**config.mk**
```make
export PLATFORM = sky130hd
export DESIGN_NAME = ps2_keyboard
export DESIGN_NICKNAME = d
export VERILOG_FILES = /design/src/rtl/ps2_kbd_pkg.sv /design/src/rtl/ps2_keyboard_seg_hex_decoder.sv /design/src/rtl/ps2_keyboard.sv
export SDC_FILE = /design/constraint.sdc
export NUM_CORES = 1
export LEC_CHECK = 0
export BUFFER_PORTS_ARGS = -buffer_cell sky130_fd_sc_hd__buf_4
export CORE_ASPECT_RATIO = 1.4
export CORE_MARGIN = 5
export CORE_UTILIZATION = 25
export CTS_BUF_LIST = sky130_fd_sc_hd__clkbuf_8
export DETAILED_ROUTE_END_ITERATION = 8
export PLACE_DENSITY_LB_ADDON = 0.2
export SYNTH_ARGS = -nofsm -noshare
export SYNTH_HDL_FRONTEND = slang
export SYNTH_SLANG_ARGS = --single-unit
```
**constraint.sdc**
```tcl
create_clock -name clk -period 6.45 [get_ports clk]
set_clock_uncertainty 0.05 [all_clocks]
set_input_delay 1.6125 -clock clk [delete_from_list [all_inputs] [get_ports clk]]
set_output_delay 1.6125 -clock clk [all_outputs]
set_load 0.05 [all_outputs]
```
**src/rtl/ps2_kbd_pkg.sv**
```systemverilog
// Shared constants for the PS/2 keyboard receiver: segment encodings,
// scan-code prefixes, frame geometry and the decoded byte classification.
package ps2_kbd_pkg;

  // Active-low 7-segment pattern with every segment and dp dark.
  localparam logic [7:0] BLANK     = 8'hFF;

  // Scan-code prefixes.
  localparam logic [7:0] SCAN_EXT  = 8'hE0;
  localparam logic [7:0] SCAN_BRK  = 8'hF0;

  // Bit count value at which the 11th bit (stop) has been sampled.
  localparam logic [3:0] FRAME_LAST = 4'd10;

  // How a valid received byte affects the make/break decoder.
  typedef enum logic [1:0] {
    BYTE_EXT,
    BYTE_BRK,
    BYTE_RELEASE,
    BYTE_MAKE
  } byte_kind_e;

  // Hex digit to active-low segments; bit0=a .. bit6=g, bit7=dp (off).
  function automatic logic [7:0] hex_to_seg(input logic [3:0] nibble);
    logic [7:0] seg;
    case (nibble)
      4'h0: seg = 8'hC0;
      4'h1: seg = 8'hF9;
      4'h2: seg = 8'hA4;
      4'h3: seg = 8'hB0;
      4'h4: seg = 8'h99;
      4'h5: seg = 8'h92;
      4'h6: seg = 8'h82;
      4'h7: seg = 8'hF8;
      4'h8: seg = 8'h80;
      4'h9: seg = 8'h90;
      4'hA: seg = 8'h88;
      4'hB: seg = 8'h83;
      4'hC: seg = 8'hC6;
      4'hD: seg = 8'hA1;
      4'hE: seg = 8'h86;
      default: seg = 8'h8E;
    endcase
    return seg;
  endfunction

endpackage

```
**src/rtl/ps2_keyboard_seg_hex_decoder.sv**
```systemverilog
// One active-low 7-segment digit driver.
//   i_nibble : hex value to show
//   i_blank  : 1 forces all segments off
//   o_seg    : active-low segments, bit0=a .. bit6=g, bit7=dp
module seg_hex_decoder
  import ps2_kbd_pkg::*;
(
  input  logic [3:0] i_nibble,
  input  logic       i_blank,
  output logic [7:0] o_seg
);

  always_comb begin
    o_seg = BLANK;
    if (!i_blank) begin
      o_seg = hex_to_seg(i_nibble);
    end
  end

endmodule

```
**src/rtl/ps2_keyboard.sv**
```systemverilog
// PS/2 keyboard receiver with received-byte FIFO, make/break decoder and
// eight 7-segment status digits.
//   clk, rst         : system clock, synchronous active-high reset
//   ps2_clk/ps2_data : asynchronous PS/2 lines
//   nextdata_n       : active-low pop of the FIFO head
//   data/ready       : FIFO head byte / FIFO non-empty
//   overflow         : sticky, a valid byte was dropped on a full FIFO
//   o_seg1/0 last byte, o_seg3/2 held key (blank if none),
//   o_seg5/4 press count, o_seg7/6 frame error count
module ps2_keyboard
  import ps2_kbd_pkg::*;
#(
  parameter int unsigned FIFO_DEPTH = 8
)
(
  input  logic       clk,
  input  logic       rst,
  input  logic       ps2_clk,
  input  logic       ps2_data,
  input  logic       nextdata_n,
  output logic [7:0] data,
  output logic       ready,
  output logic       overflow,
  output logic [7:0] o_seg0,
  output logic [7:0] o_seg1,
  output logic [7:0] o_seg2,
  output logic [7:0] o_seg3,
  output logic [7:0] o_seg4,
  output logic [7:0] o_seg5,
  output logic [7:0] o_seg6,
  output logic [7:0] o_seg7
);

  localparam int unsigned AW = (FIFO_DEPTH > 1) ? $clog2(FIFO_DEPTH) : 1;
  localparam logic [AW:0] PTR_ONE = {{AW{1'b0}}, 1'b1};

  // ---------------------------------------------------------------- receiver
  logic [2:0]  r_sync;
  logic [10:0] r_shift;
  logic [3:0]  r_cnt;
  logic        r_done;
  logic        w_fall;

  assign w_fall = r_sync[2] & ~r_sync[1];

  // r_done pulses the cycle after the stop bit lands, so r_shift holds
  // the whole frame (start at bit0, stop at bit10) while it is high.
  always_ff @(posedge clk) begin
    if (rst) begin
      r_sync  <= '0;
      r_shift <= '0;
      r_cnt   <= '0;
      r_done  <= 1'b0;
    end else begin
      r_sync <= {r_sync[1:0], ps2_clk};
      r_done <= 1'b0;
      if (w_fall) begin
        r_shift <= {ps2_data, r_shift[10:1]};
        if (r_cnt == FRAME_LAST) begin
          r_cnt  <= '0;
          r_done <= 1'b1;
        end else begin
          r_cnt <= r_cnt + 4'd1;
        end
      end
    end
  end

  logic [7:0] w_byte;
  logic       w_frame_ok;
  logic       w_valid;
  logic       w_bad;

  assign w_byte     = r_shift[8:1];
  assign w_frame_ok = ~r_shift[0] & r_shift[10] & (^r_shift[9:1]);
  assign w_valid    = r_done & w_frame_ok;
  assign w_bad      = r_done & ~w_frame_ok;

  // -------------------------------------------------------------------- FIFO
  logic [7:0]  r_mem [FIFO_DEPTH];
  logic [AW:0] r_wr;
  logic [AW:0] r_rd;
  logic        r_ovf;
  logic        w_empty;
  logic        w_full;
  logic        w_push;
  logic        w_pop;

  assign w_empty = (r_wr == r_rd);
  assign w_full  = (r_wr[AW] != r_rd[AW]) && (r_wr[AW-1:0] == r_rd[AW-1:0]);
  assign w_push  = w_valid & ~w_full;
  assign w_pop   = ~nextdata_n & ~w_empty;

  always_ff @(posedge clk) begin
    if (w_push) begin
      r_mem[r_wr[AW-1:0]] <= w_byte;
    end
  end

  always_ff @(posedge clk) begin
    if (rst) begin
      r_wr  <= '0;
      r_rd  <= '0;
      r_ovf <= 1'b0;
    end else begin
      if (w_push) begin
        r_wr <= r_wr + PTR_ONE;
      end
      if (w_pop) begin
        r_rd <= r_rd + PTR_ONE;
      end
      if (w_valid && w_full) begin
        r_ovf <= 1'b1;
      end
    end
  end

  assign ready    = ~w_empty;
  assign overflow = r_ovf;

  always_comb begin
    data = '0;
    if (!w_empty) begin
      data = r_mem[r_rd[AW-1:0]];
    end
  end

  // ----------------------------------------------------------------- decoder
  byte_kind_e w_kind;
  logic [7:0] r_last;
  logic [7:0] r_held_code;
  logic       r_held;
  logic       r_brk;
  logic       r_ext;
  logic [7:0] r_press;
  logic [7:0] r_err;

  always_comb begin
    w_kind = BYTE_MAKE;
    if (w_byte == SCAN_EXT) begin
      w_kind = BYTE_EXT;
    end else if (w_byte == SCAN_BRK) begin
      w_kind = BYTE_BRK;
    end else if (r_brk) begin
      w_kind = BYTE_RELEASE;
    end
  end

  // Decoder sees every valid byte, including ones the full FIFO drops.
  always_ff @(posedge clk) begin
    if (rst) begin
      r_last      <= '0;
      r_held_code <= '0;
      r_held      <= 1'b0;
      r_brk       <= 1'b0;
      r_ext       <= 1'b0;
      r_press     <= '0;
      r_err       <= '0;
    end else begin
      if (w_bad) begin
        r_err <= r_err + 8'd1;
      end
      if (w_valid) begin
        r_last <= w_byte;
        case (w_kind)
          BYTE_EXT: r_ext <= 1'b1;
          BYTE_BRK: r_brk <= 1'b1;
          BYTE_RELEASE: begin
            if (r_held && (w_byte == r_held_code)) begin
              r_held      <= 1'b0;
              r_held_code <= '0;
            end
            r_brk <= 1'b0;
            r_ext <= 1'b0;
          end
          default: begin
            // Typematic repeat of the held key is not a new press.
            if (!r_held || (w_byte != r_held_code)) begin
              r_press     <= r_press + 8'd1;
              r_held_code <= w_byte;
              r_held      <= 1'b1;
            end
            r_ext <= 1'b0;
          end
        endcase
      end
    end
  end

  // ---------------------------------------------------------------- displays
  seg_hex_decoder u_seg0 (.i_nibble(r_last[3:0]),      .i_blank(1'b0),    .o_seg(o_seg0));
  seg_hex_decoder u_seg1 (.i_nibble(r_last[7:4]),      .i_blank(1'b0),    .o_seg(o_seg1));
  seg_hex_decoder u_seg2 (.i_nibble(r_held_code[3:0]), .i_blank(~r_held), .o_seg(o_seg2));
  seg_hex_decoder u_seg3 (.i_nibble(r_held_code[7:4]), .i_blank(~r_held), .o_seg(o_seg3));
  seg_hex_decoder u_seg4 (.i_nibble(r_press[3:0]),     .i_blank(1'b0),    .o_seg(o_seg4));
  seg_hex_decoder u_seg5 (.i_nibble(r_press[7:4]),     .i_blank(1'b0),    .o_seg(o_seg5));
  seg_hex_decoder u_seg6 (.i_nibble(r_err[3:0]),       .i_blank(1'b0),    .o_seg(o_seg6));
  seg_hex_decoder u_seg7 (.i_nibble(r_err[7:4]),       .i_blank(1'b0),    .o_seg(o_seg7));

endmodule

```
==> results.md, run 1 <==
Worst hold path:
- The path class of the lowest-slack min-delay path is reg -> reg.
- The worst hold path begins at r_sync[0].
- The cell depth of the worst hold path is 1.
- For hold timing, the worst endpoint is r_sync[1].

Final layout:
- The share of final-layout standard cells stronger than drive strength 1 is 0.1788.
- The share of the core filled with cells is 0.2897.
- The summed area of non-filler cells in the final layout is 10,370 um^2.
- The net count of the finished layout is ~960.
- Relative to the synthesized area, the layout overhead comes to 14.90%.

Setup path:
- The worst setup path is captured at a flip-flop.
- The critical path in this run is classified as reg -> reg.
- The worst register-to-register path ends at o_seg5[0].
- The total buffers and inverters traversed by the critical path is 2.
- The stage delay of the slowest cell on the critical path is between 1 and 1.5 ns.
- The slowest stage of the critical path is the o41ai_1 cell.
- The timing startpoint of the critical path is r_shift[5].
- The startpoint identified for the worst register-to-register timing path is r_shift[5].
- The nature of the critical path startpoint is a flip-flop.
- The required arrival time at the worst endpoint is 6.79 ns.
- In this run the register-to-register setup slack is 2.14 ns.
- Measured in cells, the most critical reg-to-reg path has a length of 10.
- In this design, the largest share of critical-path delay is due to compound AO/OA/AOI/OAI gates.
- The signal on the critical path passes through inv_1 -> ha_1 -> xnor3_2 -> xnor2_4 -> nand3_2 -> o41ai_1 -> inv_1 -> ha_1 -> and3_1 -> a211o_1.
- In this run the worst path has a maximum fanout of 23.
- Data on the critical path arrives at its endpoint at approximately 4.6 ns.

Power and ir drop:
- IR analysis of the VDD net gives a maximum drop of 0.1255 mV.
- The part of the total power dissipated in sequential elements is 0.604.
- The post-route total power is 1.984 mW.
- The leakage power is ~3.8 nW.
- The share of total power dissipated in the clock network is 0.382.
- In this run the power spent charging and discharging nets is around 470 uW.
- Of the total power, combinational logic draws 0.015.
- The switching power share of the total is 0.2372.
- The internal portion of the total power is around 1.5 mW.
- Dividing total power by cell area gives a power density of about 190 nW/um^2.

Place:
- In this run the cell area measured after placement is between 9000 and 10,000 um^2.
- The total of buffers placed on input and output ports is 70.
- The pre-CTS setup slack is ~2.1 ns.
- The detailed placement HPWL is about 15 mm.
- At the end of routability-driven placement, the weighted congestion stood at 0.7539.

Synth:
- In this run, synthesis inferred 64 flip-flops with an integrated enable.
- The dominant cell type by area after synthesis is dfxtp_1.
- In the synthesized netlist, the cells that appear most often are dfxtp_1, nand2_1, edfxtp_1, ha_1, nor2_1.
- The most used flip-flop cell after synthesis is dfxtp_1.
- After synthesis the netlist holds a flip-flop and latch count of roughly 190.
- Of the post-synthesis cell area, the dominant cell type holds 0.2683.
- The average instance in the mapped netlist occupies ~11 um^2.
- The number of cells produced by synthesis is approximately 840.
- The most frequent cell after synthesis is dfxtp_1.
- The Yosys step of the flow raised 0 warnings.
- Counting distinct cell types in the post-synthesis netlist gives between 70 and 80.
- The mapped cell area is around 9000 um^2.
- For this run, the register share of the synthesized area comes to 0.4812.
- In the post-synthesis netlist, the biggest area contributors are dfxtp_1, edfxtp_1, ha_1.
- Counting flops with an async set or reset pin after synthesis yields a share of 0.

Global routing:
- For this run, global-route usage on met1 was measured as 0.1165.
- The routing usage on met2 is 0.1888.
- The overall overflow remaining after global route is 0.
- The all-layer global routing usage is 0.1038.
- The number of antenna violations at the first check in global routing was 1.
- The via count of the first global-routing pass came to between 6,000 and 7,000.
- The layer flagged by global routing as most heavily used is met2.
- The first global-routing pass estimated approximately 33 mm of wire.
- The largest net degree at the start of global routing is 58.
- The met3 track demand over resource is 0.02388.

STA:
- Setup repair after global routing left no endpoint under its margin.
- The slack of the critical path is about 2.1 ns.
- The post-route clock period utilization is 0.6678.
- The timing-limited maximum frequency is approximately 230 MHz.
- The pin slew with the least headroom to its limit is about 1 ns.
- The final-report setup violation count is 0.
- Measured against its own limit, the worst slew margin works out to 0.3282.
- The worst path in the final design needs a cycle of between 4 and 5 ns, including I/O delays and setup.
- The number of endpoints with negative hold slack in the final report was 0.
- The count of pins over their slew limit is 0.
- The final setup TNS is 0 ns.

Clock network:
- The post-cts hold buffer count is 0.
- The clock-pin transition on the worst setup and hold timing paths is 0.10 ns.
- The setup fix buffers added after clock tree synthesis is 0.
- The level count of the clock H-tree is 4.
- In this run, CTS created clock tree buffers numbering 17.
- The clock net in this run drives a total of between 150 and 200 sinks.
- The clock tree from TritonCTS is yes.
- The number of gates resized after CTS was 0.
- The clock latency on the worst-skew pair is between 0.4 and 0.5 ns.
- The clock passes through at most 2 buffers.
- The tree is rooted in a clkbuf_8.

Drt:
- The number of DRC violations after detailed-routing iteration 0 is 287.
- After detailed routing, the number of remaining DRC violations is 0.
- In the final routed layout, each cell accounts on average for between 15 and 20 um.
- Using the TritonRoute via totals, the vias-per-cell ratio works out to 4.499.
- Wires add up to about 20 mm.
- For this run, the detailed router's first-pass iteration total came to 6.
- The final route contains 6,159 vias.
- The count of nets left with antenna violations once routing finished came out at 0.

Die:
- The number of I/O pins is 79.
- In this run the core area contains around 80 standard-cell rows.
- The die height is 234.8 um.
- From left edge to right edge, the die measures about 170 um.
- The die covers 40,060 um^2.
- The area of the placeable core is 35,810 um^2.
- The starting utilization of the core area is 0.2521.

Job:
- Max-cap violations in this run came to 0.

Status:
- The run finished with clean final reports.
==> worst max-delay path by stage <==
stage	cells past startpoint	to	slack, ns
final	10	o_seg5[0]	2.14
after global routing	10	o_seg5[0]	1.76
after CTS	10	o_seg5[0]	2.09
after detailed placement	10	o_seg5[0]	2.15
after global placement	8	o_seg4[0]	2.19
after floorplan	9	flip-flop	2.22
==> worst register-to-register path, stage by stage (launching register included) <==
cell and delay, ns:
dfxtp_1 0.65, inv_1 0.15, ha_1 0.34, xnor3_2 0.43, xnor2_4 0.28, nand3_2 0.43, o41ai_1 1.03, inv_1 0.20
ha_1 0.25, and3_1 0.14, a211o_1 0.25
==> state kept, by name, summed over array words and instances, names as in the netlist, 3 cells and up, named ones only <==
register     cells
r_cnt            4
r_rd             4
r_held_code      8
o_seg5           7
o_seg0           7
o_seg1           7
r_shift         11
r_err            8
r_sync           3
o_seg6           7
o_seg7           7
r_mem           64
r_last           8
r_press          8
r_wr             4
o_seg4           7
==> power groups by stage <==
| stage | combinational [mW] | clock, mW | sequential, mW |
|---|---|---|---|
| 4_1_cts | 0.0294 | 0.798 | 1.20 |
| 3_3_place_gp | 0.0291 | 0 | 1.22 |
| 6_report | 0.0289 | 0.757 | 1.20 |
| 3_5_place_dp | 0.0294 | 0 | 1.22 |
| 5_1_grt | 0.0315 | 0.845 | 1.20 |
| 2_1_floorplan | 0.0266 | 0 | 1.22 |
==> cell families (layout without fill, tap and decap cells) <==
family                     count (synthesis)  in the layout  share of synthesized area
and+or+nand+nor                          243            243                     0.1364
DFF                                      185            185                     0.4812
AOI/OAI and AO/OA                        153            153                     0.1134
buffers and inverters                     94            152                    0.04380
muxes                                     71             71                     0.1045
adders and majority gates                 59             59                    0.08177
xor gates and xnor gates                  35             35                    0.03853
other                                      1              9                  0.0004154
==> area by class of cell <==
cell class,count,area (um^2)
Fill cell,3699,25430
Multi-Input combinational cell,569,4349
Sequential cell,185,4344
Tap cell,462,578.1
Timing Repair Buffer,74,555.5
Clock buffer,17,234.0
Inverter,46,172.7
Clock inverter,15,136.4
Antenna cell,1,2.502
==> metal layers <==
metal | wire length, um | share of wire
met5 | 0 | 0
met4 | 382 | 0.019
met3 | 556 | 0.027
met2 | 10960 | 0.53
met1 | 8638 | 0.42
==> layout by cell type, fill, tap and decap left out, drive strengths merged, types with 3 or more instances in the layout <==
cell / instances
mux2: 6
a21oi: 56
conb: 8
nand4: 11
nor2: 58
nor3: 9
or3: 7
xor2: 10
o21ai: 20
buf: 74
ha: 59
o31a: 3
clkbuf: 17
o31ai: 11
and2: 3
o22ai: 19
edfxtp: 64
a32o: 6
inv: 52
clkinvlp: 3
xnor2: 24
clkinv: 5
mux2i: 47
a211oi: 5
a21o: 4
nor2b: 15
nand2b: 19
nand2: 67
nor3b: 7
a22oi: 3
nand3: 16
mux4: 18
or2: 7
dfxtp: 121
and3: 9
or4: 5
==> through the flow <==
stage,cells,hold WS [ns]
after floorplan,848,0.3638
after detailed placement,1336,0.3794
final,1369,0.4010
after global placement,1336,0.3677
after global routing,1369,0.4273
after CTS,1368,0.4086
Power figures use the tool's default switching activity.
==> inputs of run 2 (changes only) <==
--- a/config.mk
+++ b/config.mk
@@ -5,6 +5,7 @@
 export SDC_FILE = /design/constraint.sdc
 export NUM_CORES = 1
 export LEC_CHECK = 0
+export ABC_AREA = 1
 export BUFFER_PORTS_ARGS = -buffer_cell sky130_fd_sc_hd__buf_4
 export CORE_ASPECT_RATIO = 1.4
 export CORE_MARGIN = 5
==> constraint.sdc (replaced) <==
create_clock -name clk -period 4.3 [get_ports clk]
set_clock_uncertainty 0.05 [all_clocks]
set_input_delay 1.075 -clock clk [delete_from_list [all_inputs] [get_ports clk]]
set_output_delay 1.075 -clock clk [all_outputs]
set_load 0.05 [all_outputs]
==> results.md, run 2 <==
Status:
- The run finished with clean final reports.

Synth:
- The number of warnings issued by yosys is 0.
- After synthesis, the cell types taking the most area are dfxtp_1, edfxtp_1, nand2_1.
- The share of flip-flops with an asynchronous set or reset is 0.
- The compound-gate portion of the synthesized area is 0.08366.
- The share of the synthesized area in the top cell type is 0.2600.
- The mapped cell area is 9318 um^2.
- By count the netlist is led by nand2_1, inv_1, dfxtp_1, nor2_1, nand3_1.
- The main combinational cell family by area after synthesis is simple AND/OR/NAND/NOR gates.
- The number of cells produced by synthesis is roughly 1,200.
- Yosys instantiated no cell more often than nand2_1.
- The dominant cell type by area after synthesis is dfxtp_1.
- The number of flops mapped to enable cells by yosys is 64.
- The mean cell area of the mapped netlist is approximately 8.1 um^2.
- The part of the Yosys area used for sequential elements is 0.4662.
- The share of synthesized area spent on multiplexers is 0.
- In this run, distinct cell masters in the synthesized netlist total 36.
- Of the total synthesized cell area, the portion taken by full adders, half adders and majority gates is 0.07923.
- The post-synthesis xor/xnor area fraction is 0.01786.
- The prevailing post-synth register cell is dfxtp_1.
- Of the total synthesized cell area, the portion taken by AND, OR, NAND and NOR gates is 0.2694.
- The total of flip-flops plus latches after synthesis is roughly 190.

STA:
- The final-report setup violation count is 0.
- The worst pin sits at a relative slew slack of 0.4972.
- At the pin with the least slew margin, the transition time is 0.7524 ns.
- The clock period minus worst slack is approximately 3.7 ns.
- The number of endpoints with negative hold slack in the final report is 0.
- The post-route clock period utilization is 0.8507.
- Setup repair after global routing left no endpoint under its margin.
- After routing, the total negative slack on setup checks comes to 0 ns.
- The count of pins over their slew limit is 0.
- The timing-limited maximum frequency is roughly 270 MHz.

Setup path:
- STA puts the critical path data arrival time at around 4.0 ns.
- The classification of the worst setup path is reg -> reg.
- Data on the critical path is required at its endpoint by between 4 and 5 ns.
- The nature of the critical path startpoint is a flip-flop.
- STA classifies the critical path endpoint as a flip-flop.
- In this run the register-to-register setup slack is approximately 0.64 ns.
- The biggest fanout along the worst timing path is 13.

Drt:
- The wire length on met1 is ~9.2 mm.
- The routed layout has 7,469 vias.
- The wire length per cell after detailed routing is 13.34 um.
- After the first detailed-routing iteration, the DRC count stood at between 300 and 400.
- The antenna violation net count after detailed routing is 0.
- The sum of met3 wire segment lengths after detailed routing is between 500 and 600 um.
- The top routing layer in use is met4.
- The routed wire length is 22.85 mm.
- The met2 layer wire length in the routed design is roughly 13 mm.
- The number of DRC violations after detailed routing is 0.
- The first detailed-routing pass took 5 iterations.
- The via density per instance is 4.360.

Die:
- The area of the die is 41,290 um^2.
- Pin placement for this block handled 79 I/O pins.
- The starting utilization of the core area is 0.2535.
- From bottom edge to top edge, the die measures about 240 um.
- After floorplanning, the core was sized to cover between 30,000 and 40,000 um^2.
- Measured along the x axis, the die boundary spans ~170 um.
- The floorplan has 83 rows.

Final layout:
- The area of combinational cells with multiple inputs is 4224 um^2.
- The layout has approximately 4,000 filler cells.
- In the layout the commonest cells are nand2_1, inv_1, dfxtp_1.
- The share of final-layout standard cells stronger than drive strength 1 is 0.1526.
- The number of flip-flops under the largest register name is between 60 and 70.
- Measured on the finished design, the core utilization comes to 0.2941.
- The library cell used most frequently in the layout, excluding fill and tap cells, is nand2_1.
- The sequential cells in the finished layout cover a total of 4344 um^2.
- Relative to the synthesized area, the layout overhead comes to 16.03%.
- The net count of the finished layout is 1,296.

Power and ir drop:
- The leakage power is roughly 5.0 nW.
- Of the total power, the clock network draws 0.368.
- Power spread over the standard cell area amounts to 304.1 nW/um^2.
- Of the total power, the share spent switching nets is 0.2766.
- The combinational cell fraction of total power is 0.078.
- IR analysis of the VDD net gives a maximum drop of around 0.13 mV.
- The cell internal power dissipation is around 2.4 mW.
- For this design the total switching power over the nets is approximately 910 uW.
- The part of the total power dissipated in sequential elements is 0.554.

Worst hold path:
- The tightest min-delay check is of the reg -> reg type.

Clock network:
- The clock-pin transition on the worst setup and hold timing paths is roughly 0.11 ns.
- Once the clock tree was built, the setup fixing pass inserted 0 buffers.
- For this design, the sink count on the clock tree is between 150 and 200.
- The clock tree root driver cell is clkbuf_8.
- TritonCTS built the clock tree.
- Buffers inserted to repair hold after CTS numbered 0.
- In this run the deepest clock path goes through 2 buffers.
- The post-cts resize count is 0.
- For the worst-skew pair, the clock arrives at the later sink with an insertion delay of 0.49 ns.
- TritonCTS created 17 clock buffers.
- The level count of the clock H-tree is 4.

Global routing:
- After global routing the overflow that remains totals 0.
- The via count of the first global-routing pass is 7,391.
- Entering global routing, the biggest net connects 33 pins.
- The all-layer global routing usage is 0.1125.
- The wire length of the first global-routing pass is 37.04 mm.
- The number of antenna violations at the first check in global routing is 1.

Place:
- The weighted congestion reported at the end of routability-driven placement is 0.8196.
- Detailed placement ended at an HPWL of around 17 mm.
- Buffers placed on the I/O ports in this run total 70.

Job:
- The tool flagged a number of max-cap violations equal to 0.
run 2: cell count changes after synthesis, sizes merged, moves of 15 or more:
cell,delta
a21oi,-30
inv,+106
mux2i,-47
mux4,-18
nand2,+226
nand2b,-19
nand3,+87
nor2,+55
nor2b,-15
o21ai,+75
xnor2,-20
run 2: power by group through the flow:
stage / logic [mW] / registers (mW) / clock network (mW)
6_report: 0.256 / 1.82 / 1.21
5_1_grt: 0.284 / 1.82 / 1.34
4_1_cts: 0.261 / 1.82 / 1.28
3_5_place_dp: 0.261 / 1.86 / 0
3_3_place_gp: 0.261 / 1.86 / 0
2_1_floorplan: 0.185 / 1.86 / 0
run 2: worst paths after layout:
kind / start / to / cells past startpoint
max: r_shift[5] / flip-flop / 18
min: r_sync[0] / r_sync[1] / 2
max reg2reg: r_shift[5] / flip-flop / 18
min reg2reg: r_sync[0] / r_sync[1] / 2
run 2: metrics by stage:
stage               total power, mW  setup WS, ns  std cells  instance area, um^2  hold WS [ns]
global placement              2.123        0.7689       1680                10410        0.3491
floorplan                     2.047         1.081       1159                 9344        0.3383
detailed placement            2.123        0.6439       1680                10410        0.3496
global route                  3.452        0.2376       1713                10810        0.3968
CTS                           3.364        0.6165       1712                10810        0.3614
finish                        3.288        0.6418       1713                10810        0.3515
run 2: metal layers:
| metal | vias to the layer above | global-route usage |
|---|---|---|
| met5 | - | 0 |
| met4 | 0 | 0.04550 |
| met3 | 35 | 0.02124 |
| met2 | 117 | 0.2204 |
| met1 | 3450 | 0.1170 |
| li1 | 3867 | - |
run 2: area by class of cell:
type	instances	area share
tap	467	0.05404
inverter	151	0.05335
antenna	1	0.0002315
clock inverter	14	0.01447
multi-input combinational	787	0.3907
timing repair buffer	90	0.06249
sequential	185	0.4018
clock buffer	18	0.02291
run 2: cell families (layout without fill, tap and decap cells):
kind of cell	count (synthesis)	after routing
xor+xnor	19	19
other cells	1	9
compound gates	143	143
buf+inv	187	273
simple gates	558	558
fa+ha+maj	59	59
flops	185	185
run 2: critical path: stages, from the launching register on:
cell,delay (ns)
dfxtp_1,0.61
inv_1,0.15
ha_1,0.23
nand2_1,0.05
nor2_1,0.05
nor2_1,0.20
ha_1,0.35
inv_1,0.15
nand2_1,0.09
nand2_1,0.27
nand2_2,0.31
nand2_1,0.10
nand3_1,0.21
inv_1,0.13
ha_1,0.30
inv_1,0.08
nand4_1,0.10
nand3_1,0.09
nand2_1,0.05
==> inputs of run 3 (changes only) <==
--- a/config.mk
+++ b/config.mk
@@ -13,6 +13,7 @@
 export CTS_BUF_LIST = sky130_fd_sc_hd__clkbuf_8
 export DETAILED_ROUTE_END_ITERATION = 8
 export PLACE_DENSITY_LB_ADDON = 0.2
+export RECOVER_POWER = 25
 export SYNTH_ARGS = -nofsm -noshare
 export SYNTH_HDL_FRONTEND = slang
 export SYNTH_SLANG_ARGS = --single-unit
==> constraint.sdc (replaced) <==
create_clock -name clk -period 4.3 [get_ports clk]
set_clock_uncertainty 0.05 [all_clocks]
set_input_delay 0.86 -clock clk [delete_from_list [all_inputs] [get_ports clk]]
set_output_delay 0.86 -clock clk [all_outputs]
set_load 0.05 [all_outputs]
==> results.md, run 3 (synthesized netlist as in run 2, its figures left out) <==
Status:
- The run finished, with violations left.
- The checks that failed: capacitance limit, slew limit.

Setup path:
- Counting both buffers and inverters, the worst setup path holds a total of 5.
- The nature of the critical path startpoint is a primary input.
- Data on the critical path is required at its endpoint by 4.63 ns.
- The stage delay of the slowest cell on the critical path is around 1.1 ns.
- Measured in cells, the most critical reg-to-reg path has a length of 18.
- The data arrival time of the critical path is around 4.0 ns.
- In this run the register-to-register setup slack is roughly 0.66 ns.
- The cell depth of the worst setup path is 10.
- The signal on the critical path passes through clkbuf_1 -> inv_2 -> buf_12 -> nand3_1 -> inv_1 -> ha_1 -> inv_1 -> nand4_1 -> nand3_1 -> nand2_1.
- Among cell families on the critical path, the largest total delay comes from buffers and inverters.
- The biggest fanout along the worst timing path is 39.
- The critical path starts at rst.
- The startpoint identified for the worst register-to-register timing path is r_shift[4].
- Among all stages on the critical path, the largest delay is contributed by clkbuf_1.
- The critical path ends at o_seg4[0].
- The worst setup path is captured at a flip-flop.
- The worst setup path is of the in -> reg kind.

Global routing:
- The number of antenna violations at the first check in global routing is 1.
- The via count of the first global-routing pass was between 7,000 and 8,000.
- The largest net degree at the start of global routing is 40.
- Across every metal layer, demand over resource in global routing totals 0.1149.
- The overall overflow remaining after global route is 0.
- The first global-routing pass estimated 38.16 mm of wire.

STA:
- Setup repair after global routing left no endpoint under its margin.
- The worst slew margin relative to its limit is -0.06556.
- The post-route clock period utilization is 0.8581.
- The pin slew with the least headroom to its limit is about 1.6 ns.
- After routing, the total negative slack on setup checks comes to 0 ns.
- The number of endpoints with negative hold slack in the final report is 0.
- Across all hold checks on the routed design, the worst slack comes to around 0.37 ns.
- The count of pins over their slew limit came to 21.
- The final-report setup violation count is 0.
- Static timing analysis puts the maximum clock frequency at ~270 MHz.
- After layout, the minimum clock period comes to 3.690 ns.

Final layout:
- The share of final-layout standard cells stronger than drive strength 1 is 0.1449.
- The filler cells instantiated in the layout total 4,014.
- Leaving out fill and tap cells, the most frequent cell in the layout is nand2_1.
- The area growth from synthesis to layout is 15.76%.
- The net count of the finished layout is around 1,300.
- In the layout the commonest cells are nand2_1, inv_1, dfxtp_1.
- The number of flip-flops under the largest register name is 64.

Power and ir drop:
- The power density over the cells is between 300 and 400 nW/um^2.
- The peak supply drop is between 0.2 and 0.25 mV.
- Summed over all cells, the static leakage comes to 4.990 nW.

Worst hold path:
- The tightest min-delay check is of the reg -> reg type.

Drt:
- The routed wire length is 23.12 mm.
- In the final routed layout, each cell accounts on average for between 10 and 15 um.
- The first detailed-routing pass ran for 4 iterations.
- The routed layout has approximately 7,400 vias.
- The antenna violation net count after detailed routing is 0.
- The via density per instance is 4.340.
- The number of DRC violations after detailed routing is 0.
- The first routing iteration left around 380 violations.

Clock network:
- The clock latency on the worst-skew pair is 0.49 ns.
- The buffer levels on the longest clock path is 2.
- The number of buffers inserted during clock tree synthesis is 17.
- Post-CTS repair changed the size of 0 cells.
- CTS placed an instance of clkbuf_8 at the clock tree root.
- The post-cts hold buffer count is 0.
- The clock-pin transition on the worst setup and hold timing paths is roughly 0.1 ns.
- TritonCTS built the clock tree.
- Counting every sink on the clock net gives ~190.
- CTS built an H-tree with a depth of 4.
- Once the clock tree was built, the setup fixing pass inserted 0 buffers.

Die:
- The die covers 41,290 um^2.
- The number of cell rows is between 80 and 90.
- The die height is around 240 um.
- The core region is 36,760 um^2.
- The die is roughly 170 um wide.
- just under 80 I/O pins were placed.
- The starting utilization of the core area is 0.2535.

Place:
- The count of buffers added on input and output ports is 70.
- The detailed placement HPWL is roughly 16 mm.
- The weighted congestion reported at the end of routability-driven placement is between 0.8 and 0.9.

Job:
- The total of max-cap violations is 1.
-- run 3: worst min path at each step --
stage | endpoint | cells after the start | startpoint
2_1_floorplan | r_sync[1] | 2 | r_sync[0]
5_1_grt | r_sync[1] | 2 | r_sync[0]
3_5_place_dp | r_sync[1] | 2 | r_sync[0]
6_report | r_sync[1] | 2 | r_sync[0]
4_1_cts | r_sync[1] | 2 | r_sync[0]
3_3_place_gp | r_sync[1] | 2 | r_sync[0]
-- run 3: worst register-to-register path, delay by kind of cell (launching register included) --
family	cells	cell delay, ns
fa+ha+maj	3	0.83
flops	1	0.63
simple gates	11	1.56
buf+inv	4	0.48
-- run 3: report_power, final --
part | internal (mW) | switching [mW] | leakage, nW | total, mW
logic | 0.0646 | 0.186 | 3.24 | 0.251
registers | 1.81 | 0.0171 | 1.55 | 1.83
clock network | 0.575 | 0.664 | 0.202 | 1.24
-- run 3: routing by layer --
layer,vias to the layer above,GRT usage,part of all wire
met5,-,0,0
met4,0,0.04985,0.020
met3,23,0.01997,0.025
met2,98,0.2236,0.55
met1,3441,0.1206,0.41
li1,3860,-,-
-- run 3: area by class of cell --
type                       count  area [um^2]  area share
multi-input combinational    787         4224      0.3916
sequential                   185         4344      0.4027
clock buffer                  17        234.0     0.02169
inverter                     151        576.8     0.05347
tap                          467        584.3     0.05417
clock inverter                15        173.9     0.01612
timing repair buffer          87        646.9     0.05997
antenna                        1        2.502   0.0002320
-- run 3: stage by stage --
stage | instance area (um^2) | power (mW) | instances | utilization | setup slack (ns)
3_5_place_dp | 10400 | 2.125 | 1677 | 0.2828 | 0.6832
2_1_floorplan | 9344 | 2.047 | 1159 | - | 1.296
5_1_grt | 10790 | 3.480 | 1710 | 0.2934 | 0.1881
6_report | 10790 | 3.317 | 1710 | 0.2934 | 0.6103
3_3_place_gp | 10400 | 2.125 | 1677 | 0.2828 | 0.7694
4_1_cts | 10800 | 3.392 | 1709 | 0.2939 | 0.5908
